===== src/rtl/coax_tx.sv =====
// coax_tx -- 3270 coax line transmitter.
//
// Serialises 10-bit words into Manchester bit cells. Each frame looks like this:
//   quiesce (five "1" cells), code violation (3 halves low, 3 halves high),
//   then per word: sync "1" cell, ten data cells (bit 9 first), parity cell,
//   then end sequence ("0" cell followed by one full bit time high).
// A word held when a parity cell ends is sent back-to-back with no new start
// sequence.
//
// Ports:
//   clk     system clock
//   reset   synchronous, active-high; returns the block to idle and drops any held word
//   data    10-bit word to transmit, sampled when load && ready
//   load    host request to hand over data
//   ready   holding register empty
//   tx      registered line level (idle 0)
//   active  registered driver enable, high for the whole frame
module coax_tx #(
  parameter int CLOCKS_PER_BIT = 8
) (
  input  logic       clk,
  input  logic       reset,
  input  logic [9:0] data,
  input  logic       load,
  output logic       ready,
  output logic       tx,
  output logic       active
);

  localparam int HALF = CLOCKS_PER_BIT / 2;
  localparam int CW   = (HALF > 1) ? $clog2(HALF) : 1;
  localparam logic [CW-1:0] CYC_LAST = CW'(HALF - 1);
  localparam logic [CW-1:0] CYC_ZERO = CW'(0);

  typedef enum logic [2:0] {
    ST_IDLE    = 3'd0,
    ST_QUIESCE = 3'd1,
    ST_CV      = 3'd2,
    ST_SYNC    = 3'd3,
    ST_DATA    = 3'd4,
    ST_PARITY  = 3'd5,
    ST_END     = 3'd6
  } state_t;

  // state_r/half_r/cyc_r always describe the cycle currently shown on tx_r.
  state_t        state_r;
  logic [CW-1:0] cyc_r;
  logic [4:0]    half_r;
  logic [9:0]    shift_r;
  logic          parity_r;
  logic [9:0]    hold_r;
  logic          hold_full_r;
  logic          ready_r;
  logic          tx_r;
  logic          active_r;

  logic accept_s;
  logic xfer_s;
  logic last_half_s;
  logic next_bit_s;

  // Parity of a word including the implicit sync "1": even overall.
  function automatic logic frame_parity(input logic [9:0] w);
    return 1'b1 ^ (^w);
  endfunction

  // Index of the final half-cell of each active state.
  function automatic logic [4:0] last_half_of(input state_t st);
    case (st)
      ST_QUIESCE: return 5'd9;
      ST_CV:      return 5'd5;
      ST_SYNC:    return 5'd1;
      ST_DATA:    return 5'd19;
      ST_PARITY:  return 5'd1;
      ST_END:     return 5'd3;
      default:    return 5'd0;
    endcase
  endfunction

  // Line level for half h of state st; b is the cell value for data/parity cells.
  function automatic logic half_level(input state_t st, input logic [4:0] h, input logic b);
    case (st)
      ST_QUIESCE, ST_SYNC: return h[0];
      ST_CV:               return (h >= 5'd3);
      ST_DATA, ST_PARITY:  return h[0] ? b : ~b;
      ST_END:              return (h != 5'd1);
      default:             return 1'b0;
    endcase
  endfunction

  // Handshake qualifiers, end-of-state detect and the cell value of the upcoming half.
  always_comb begin
    accept_s    = load && ready_r;
    xfer_s      = (state_r == ST_SYNC) && (half_r == 5'd0) && (cyc_r == CYC_ZERO);
    last_half_s = (half_r == last_half_of(state_r));
    if (state_r == ST_PARITY) begin
      next_bit_s = parity_r;
    end else if (half_r[0]) begin
      // crossing into the next data cell: the shift happens on this same edge
      next_bit_s = shift_r[8];
    end else begin
      next_bit_s = shift_r[9];
    end
  end

  // Holding register and ready flag; an accept wins over a transfer in the same cycle.
  always_ff @(posedge clk) begin
    if (reset) begin
      hold_r      <= 10'd0;
      hold_full_r <= 1'b0;
      ready_r     <= 1'b1;
    end else if (accept_s) begin
      hold_r      <= data;
      hold_full_r <= 1'b1;
      ready_r     <= 1'b0;
    end else if (xfer_s) begin
      hold_full_r <= 1'b0;
      ready_r     <= 1'b1;
    end else begin
      hold_r      <= hold_r;
      hold_full_r <= hold_full_r;
      ready_r     <= ready_r;
    end
  end

  // Frame sequencer with registered tx/active, shift register and parity.
  always_ff @(posedge clk) begin
    if (reset) begin
      state_r  <= ST_IDLE;
      cyc_r    <= CYC_ZERO;
      half_r   <= 5'd0;
      shift_r  <= 10'd0;
      parity_r <= 1'b0;
      tx_r     <= 1'b0;
      active_r <= 1'b0;
    end else begin
      if (xfer_s) begin
        shift_r  <= hold_r;
        parity_r <= frame_parity(hold_r);
      end else if ((state_r == ST_DATA) && (cyc_r == CYC_LAST) && half_r[0]) begin
        shift_r <= {shift_r[8:0], 1'b0};
      end

      case (state_r)
        ST_IDLE: begin
          if (hold_full_r) begin
            state_r  <= ST_QUIESCE;
            cyc_r    <= CYC_ZERO;
            half_r   <= 5'd0;
            tx_r     <= 1'b0;
            active_r <= 1'b1;
          end else begin
            tx_r     <= 1'b0;
            active_r <= 1'b0;
          end
        end
        default: begin
          if (cyc_r != CYC_LAST) begin
            cyc_r <= cyc_r + CW'(1);
          end else begin
            cyc_r <= CYC_ZERO;
            if (!last_half_s) begin
              half_r <= half_r + 5'd1;
              tx_r   <= half_level(state_r, half_r + 5'd1, next_bit_s);
            end else begin
              half_r <= 5'd0;
              case (state_r)
                ST_QUIESCE: begin
                  state_r <= ST_CV;
                  tx_r    <= 1'b0;
                end
                ST_CV: begin
                  state_r <= ST_SYNC;
                  tx_r    <= 1'b0;
                end
                ST_SYNC: begin
                  // shift_r was loaded on the first sync cycle
                  state_r <= ST_DATA;
                  tx_r    <= ~shift_r[9];
                end
                ST_DATA: begin
                  state_r <= ST_PARITY;
                  tx_r    <= ~parity_r;
                end
                ST_PARITY: begin
                  if (hold_full_r) begin
                    state_r <= ST_SYNC;
                    tx_r    <= 1'b0;
                  end else begin
                    state_r <= ST_END;
                    tx_r    <= 1'b1;
                  end
                end
                ST_END: begin
                  state_r  <= ST_IDLE;
                  tx_r     <= 1'b0;
                  active_r <= 1'b0;
                end
                default: begin
                  state_r  <= ST_IDLE;
                  tx_r     <= 1'b0;
                  active_r <= 1'b0;
                end
              endcase
            end
          end
        end
      endcase
    end
  end

  assign ready  = ready_r;
  assign tx     = tx_r;
  assign active = active_r;

endmodule


===== config.mk =====
export PLATFORM = sky130hd
export DESIGN_NAME = coax_tx
export DESIGN_NICKNAME = d
export VERILOG_FILES = /design/src/rtl/coax_tx.sv
export SDC_FILE = /design/constraint.sdc
export NUM_CORES = 1
export LEC_CHECK = 0
export CAP_MARGIN = 5
export CORE_ASPECT_RATIO = 0.5
export CORE_UTILIZATION = 52
export CTS_CLUSTER_SIZE = 10
export DETAILED_ROUTE_END_ITERATION = 7
export HOLD_SLACK_MARGIN = 0.15
export PLACE_DENSITY = 0.75
export SYNTH_ARGS = -nofsm -noshare
export SYNTH_HDL_FRONTEND = slang
export SYNTH_SLANG_ARGS = --single-unit

===== constraint.sdc =====
create_clock -name clk -period 1.7 [get_ports clk]
set_input_delay 0.34 -clock clk [delete_from_list [all_inputs] [get_ports clk]]
set_output_delay 0.34 -clock clk [all_outputs]
set_load 0.01 [all_outputs]

==> metrics.yaml, run 1 <==
outcome:
  status: "complete, but fails checks"
  violations: "setup timing"
die:
  coreArea_sq_mm: 0.003660
  dieWidth_um: 92.40
  io_pins: 16
  start_util: 0.5805
  die_area_sq_mm: 0.004361
  std_cell_rows: 15
  die_y_um: 47.20
timing:
  clock.fmax_mhz: 542.6
  layout_setup_ws_ns: -0.1431
  finalCritPeriodShare: 1.084
  drv_slew: 0
  setup_viol: 20
  relSlewSlack: 0.6871
  min_period_ns: 1.843
  worst_slew_pin_slew_ns: 0.4658
  rsz0062_at_grt: "true"
  tns_ns: -1.441
  hold_viol_final: 0
  holdWs_ns: 0.4924
  finClkSkew_ns: 0.008636
clock_tree:
  cts_tree: "built"
  cts_buffer_depth: 2
  cts_buffers: 5
  h-tree-depth: 2
  clock_sinks: 35
  insertion_delay_ns: 0.29
  clock-root-buffer: "clkbuf_8"
  clk_pin_slew_ns: 0.07
synthesis:
  yosys_most_used_dff: "dfxtp_1"
  netlist_area_sq_mm: 0.002125
  synth-seq-cells: 35
  synth_seq_area_share: 0.3298
  avgSynthCellArea_sq_um: 8.601
  synth_nets: 266
  yosys_warnings: 0
  synth_edf_count: 0
  async_flop_share: 0
  syn_inst: 247
  ys_types: 58
global_routing:
  grt_pass1_wl_um: 8776
  grt_start_max_net_pins: 20
  antenna_found_initial: 0
  gr-usage-all-layers: 0.2658
  grt_pass1_vias: 1960
  grt_overflow: 0
detailed_routing:
  dr.pass1.iters: 6
  wire_per_inst_um: 19.38
  routed_wl_um: 6975
  drc: 0
  dr.first_iter.drc_count: 267
  vias: 2260
  vias_per_cell: 6.278
  ant_nets: 0
layout:
  nets: 327
  seq_area_sq_um: 725.7
  multi_input_area_sq_mm: 0.001485
  final_cells: 360
  final_common_cell: "buf_4"
  drive_gt1_frac: 0.3981
  n_antenna_cell: 0
  fill_cells: 180
  syn_to_final_growth_pct: 45.82
  fin_area_sq_mm: 0.003098
  final_cell_mix: "buf_4, nand2_1, dfxtp_1"
placed_design:
  place.port_buffers: 15
  finalWeightedCongestion: 0.9047
  dp_cells: 338
  placed_cell_area_sq_mm: 0.002610
  dp_hpwl_um: 3782
setup_path:
  path_class: "flip-flop to flip-flop"
  timing.rr.start: "state_r[0]"
  cp-startpoint: "state_r[0]"
  setup.worst_path.end_class: "flip-flop"
  arrival_ns: 2.07
  worstSetupStartpointType: "flip-flop"
  crit_required_ns: 1.93
  crit_fanout: 8
power_and_ir_drop:
  p_int_mw: 1.481
  p_seq_frac: 0.420
  total_power_mw: 2.147
  p_clk_frac: 0.308
  pwr_density_cell_mw_per_mm2: 693.1
  peakVddDrop_mv: 0.5852
  p_leak_nw: 1.137
  p_comb_frac: 0.272
  p_sw_uw: 666.8
  p_sw_frac: 0.3105
run:
  cap_violations: 0
worst_hold_path:
  min_from: "hold_r[1]"
  worstHoldPathType: "flip-flop to flip-flop"
## synth_stat cells (all sizes together) (3+ instances only)
cell type | count | share of area
dfxtp | 35 | 0.33
nand2 | 28 | 0.049
nor2 | 25 | 0.045
a21oi | 20 | 0.047
buf | 14 | 0.049
mux2i | 14 | 0.066
a211oi | 10 | 0.038
xnor2 | 9 | 0.037
clkbuf | 7 | 0.012
ha | 6 | 0.035
inv | 6 | 0.011
nand2b | 6 | 0.018
o21ai | 6 | 0.016
nor3 | 5 | 0.017
nor4 | 4 | 0.012
or3 | 4 | 0.014
nand3b | 3 | 0.011
nand4bb | 3 | 0.016
## critical path, cell delays in order, from the launching register on
cell and delay, ns:
dfxtp_4 0.39, buf_6 0.13, or4b_4 0.52, o21ai_4 0.09
o32ai_4 0.12, or3b_4 0.39, a21oi_2 0.13
## state kept, by name, indices dropped and copies added, names as in the netlist
signal	cells
hold_r	10
active	1
ready	1
tx	1
shift_r	10
state_r	3
hold_full_r	1
parity_r	1
half_r	5
cyc_r	2
## power by group through the flow
stage               registers (mW)  clock network, mW  logic, mW
global placement             0.919                  0      0.424
CTS                          0.898              0.657      0.496
floorplan                    0.905                  0      0.276
global route                 0.906              0.704      0.611
detailed placement           0.923                  0      0.440
finish                       0.903              0.662      0.583
## final cells by class
class | count | area share
clock buffers | 6 | 0.02666
clock inverters | 2 | 0.005250
inverters | 6 | 0.007270
multi-input cells | 185 | 0.4794
flip-flops and latches | 35 | 0.2342
well taps | 51 | 0.02060
repair buffers | 75 | 0.2266
## worst paths after layout
kind	end	slack (ns)	cells past startpoint
worst min register to register	hold_r[1]	0.49	2
worst min-delay path	hold_r[1]	0.49	2
worst max register to register	state_r[1]	-0.14	6
worst max-delay path	state_r[1]	-0.14	6
## kinds of logic (layout without fill, tap and decap cells)
logic type | count (synthesis) | count (layout) | share of synthesized area
AOI/OAI and AO/OA | 56 | 56 | 0.1796
buffers and inverters | 27 | 89 | 0.07244
xor gates and xnor gates | 12 | 12 | 0.05595
muxes | 15 | 15 | 0.07126
and+or+nand+nor | 96 | 96 | 0.2556
adders and majority gates | 6 | 6 | 0.03533
DFF | 35 | 35 | 0.3298
## metal layers
layer,global-route usage,wire length (um),vias up
li1,-,-,991
met1,0.3095,2887,1084
met2,0.4993,3180,135
met3,0.06311,501,50
met4,0.1031,406,0
met5,0,0,-
## timing repair
| item | 4_1_cts | 5_1_grt |
|---|---|---|
| setup buffers | 7 | 4 |
| setup endpoints to repair | 21 | 21 |
| pin swaps | 11 | 18 |
| gates cloned | 0 | 3 |
| resized for setup | 21 | 35 |
| hold buffers | 0 | 0 |
## per-stage QoR
step / util / setup WS (ns)
floorplan: - / -0.03712
detailed placement: 0.7132 / -0.2366
global route: 0.8465 / -0.1941
CTS: 0.7737 / -0.09242
finish: 0.8465 / -0.1431
global placement: 0.7132 / -0.1548
Power figures use the tool's default switching activity.
==> run 2, diff against run 1 <==
==> config.mk (replaced) <==
export PLATFORM = sky130hd
export DESIGN_NAME = coax_tx
export DESIGN_NICKNAME = d
export VERILOG_FILES = /design/src/rtl/coax_tx.sv
export SDC_FILE = /design/constraint.sdc
export NUM_CORES = 1
export LEC_CHECK = 0
export CORE_ASPECT_RATIO = 0.5
export CORE_UTILIZATION = 58
export CTS_CLUSTER_SIZE = 10
export DETAILED_ROUTE_END_ITERATION = 7
export HOLD_SLACK_MARGIN = 0.15
export PLACE_DENSITY = 0.79
export SYNTH_ARGS = -nofsm -noshare
export SYNTH_HDL_FRONTEND = slang
export SYNTH_SLANG_ARGS = --single-unit
==> constraint.sdc (replaced) <==
create_clock -name clk -period 1.8 [get_ports clk]
set_input_delay 0.36 -clock clk [delete_from_list [all_inputs] [get_ports clk]]
set_output_delay 0.36 -clock clk [all_outputs]
set_load 0.01 [all_outputs]
==> metrics.yaml, run 2 (synthesis gave the netlist of run 1 again) <==
timing:
  layout_setup_ws_ns: -0.07391  # +0.06923 ns
  hold_viol_final: 0  # unchanged
  rsz0062_at_grt: "true"
  drv_slew: 0  # unchanged
  clock.fmax_mhz: 533.6  # -1.6%
  setup_viol: 2  # -90%
  finClkSkew_ns: 0.009457  # +0.0008212 ns
  worst_slew_pin_slew_ns: 0.6022  # +0.1364 ns
  relSlewSlack: 0.5955  # -0.09163
  finalCritPeriodShare: 1.041  # -0.04314
  tns_ns: -0.1029  # +1.338 ns
  min_period_ns: 1.874  # +0.03077 ns
power_and_ir_drop:
  peakVddDrop_mv: 0.5804  # -0.81%
  pwr_density_cell_mw_per_mm2: 667.4  # -3.7%
  total_power_mw: 1.979  # -7.8%
  p_leak_nw: 1.045  # -8.1%
setup_path:
  max_stage_delay_ns: 0.52  # about the same
  crit_chain: "buf_6 -> or4b_4 -> o21ai_4 -> o32ai_4 -> or3b_1 -> a21oi_1"
  cp_slowest_cell: "or4b_4"
  critical-path-top-delay-family: "simple AND/OR/NAND/NOR gates"
  arrival_ns: 2.08  # about the same
  crit_fanout: 8  # unchanged
  path_buf_inv: 1  # unchanged
  worstSetupStartpointType: "flip-flop"
  crit_required_ns: 2.01  # +0.08 ns
  setup.worst_path.end_class: "flip-flop"
  path_class: "flip-flop to flip-flop"
detailed_routing:
  top_layer_used: "met4"
  wire_per_inst_um: 19.51  # +0.67%
  vias: 2152  # -4.8%
  dr.first_iter.drc_count: 129  # -52%
  wl_met1_um: 2712  # -6.1%
  routed_wl_um: 6749  # -3.2%
  route.met2.wl_um: 3316  # +4.3%
  ant_nets: 0  # unchanged
  drc: 0  # unchanged
  vias_per_cell: 6.220  # -0.93%
  dr.pass1.iters: 5  # -1
  met3WireLength_um: 439  # -12%
die:
  die_area_sq_mm: 0.003924  # -10%
  dieWidth_um: 87.59  # -5.2%
  io_pins: 16  # unchanged
  die_y_um: 44.80  # -5.1%
  coreArea_sq_mm: 0.003472  # -5.1%
  std_cell_rows: 15  # unchanged
  start_util: 0.6119  # +0.03138
placed_design:
  dp_slack_ns: -0.1082  # +0.1284 ns
  dp_cells: 326  # -3.6%
  place.port_buffers: 15  # unchanged
  finalWeightedCongestion: 0.8932  # -1.3%
  dp_hpwl_um: 3497  # -7.5%
clock_tree:
  clock_sinks: 35  # unchanged
  holdBufCountCts: 0  # unchanged
  cts_buffers: 5  # unchanged
  cts_tree: "built"
  insertion_delay_ns: 0.29  # about the same
  clock-root-buffer: "clkbuf_8"
  clk_pin_slew_ns: 0.08  # about the same
  h-tree-depth: 2  # unchanged
  cts_buffer_depth: 2  # unchanged
global_routing:
  grt_pass1_wl_um: 8528  # -2.8%
  grt_start_max_net_pins: 20  # unchanged
  grt_overflow: 0  # unchanged
  gr-usage-all-layers: 0.2917  # +0.02595
  grt_pass1_vias: 1831  # -6.6%
  antenna_found_initial: 0  # unchanged
layout:
  nets: 313  # -4.3%
  syn_to_final_growth_pct: 39.58
  drive_gt1_frac: 0.3695  # -0.02857
  postLayoutCoreUtil: 0.8541  # +0.007558
  final_common_cell: "buf_4"
  top_regs: "hold_r (10), shift_r (10), half_r (5)"
  final_cells: 346  # -3.9%
  n_antenna_cell: 0  # unchanged
  final_cell_mix: "buf_4, nand2_1, dfxtp_1"
outcome:
  violations: "setup timing"
  status: "complete, but fails checks"
worst_hold_path:
  worstHoldPathType: "flip-flop to flip-flop"
run:
  cap_violations: 0  # unchanged
==> run 2: worst min-delay path, stage by stage, from the launching register on <==
cell,delay [ns]
dfxtp_1,0.34
nand2_1,0.06
a21oi_1,0.05
==> run 2: through the flow <==
| stage | cell area [sq um] | hold slack [ns] |
|---|---|---|
| after floorplan | 2131 | 0.4605 |
| after global placement | 2475 | 0.4705 |
| after detailed placement | 2475 | 0.4781 |
| after CTS | 2620 | 0.4892 |
| after global routing | 2965 | 0.5162 |
| final | 2965 | 0.4899 |
==> run 2: power breakdown <==
| group | total, mW | internal [mW] | switching [mW] |
|---|---|---|---|
| clock network | 0.637 | 0.313 | 0.324 |
| registers | 0.849 | 0.805 | 0.0438 |
| logic | 0.493 | 0.237 | 0.256 |
| total | 1.98 | 1.36 | 0.623 |
==> run 2: area by class of cell <==
cell class / instances / area (sq um)
Multi-Input combinational cell: 185 / 1488
Fill cell: 175 / 506.7
Clock buffer: 6 / 82.58
Timing Repair Buffer: 61 / 558.0
Sequential cell: 35 / 728.2
Tap cell: 51 / 63.81
Clock inverter: 2 / 16.27
Inverter: 6 / 28.78
==> run 2: layer usage <==
metal	GRT usage	vias to the layer above
met3	0.07861	38
met4	0.1279	0
met2	0.5000	112
met5	0	-
met1	0.3549	1030
li1	-	972
==> run 2: timing repair <==
action | in CTS | in global routing
pin swaps | 2 | 11
gates cloned | 0 | 2
endpoints found under the setup margin | 19 | 17
setup buffers | 0 | 10
resized for setup | 14 | 51
==> run 2: worst paths after layout <==
check | slack (ns) | cells after the start | to | start
worst max register to register | -0.07 | 6 | state_r[1] | state_r[1]
worst min-delay path | 0.49 | 2 | hold_r[3] | hold_r[3]
worst max-delay path | -0.07 | 6 | state_r[1] | state_r[1]
worst min register to register | 0.49 | 2 | hold_r[3] | hold_r[3]
==> run 3, diff against run 2 <==
--- a/config.mk
+++ b/config.mk
@@ -5,6 +5,7 @@
 export SDC_FILE = /design/constraint.sdc
 export NUM_CORES = 1
 export LEC_CHECK = 0
+export CAP_MARGIN = 20
 export CORE_ASPECT_RATIO = 0.5
 export CORE_UTILIZATION = 58
 export CTS_CLUSTER_SIZE = 10
==> results of run 3 <==
Final layout, timing and power as in run 2 (identical DEF).
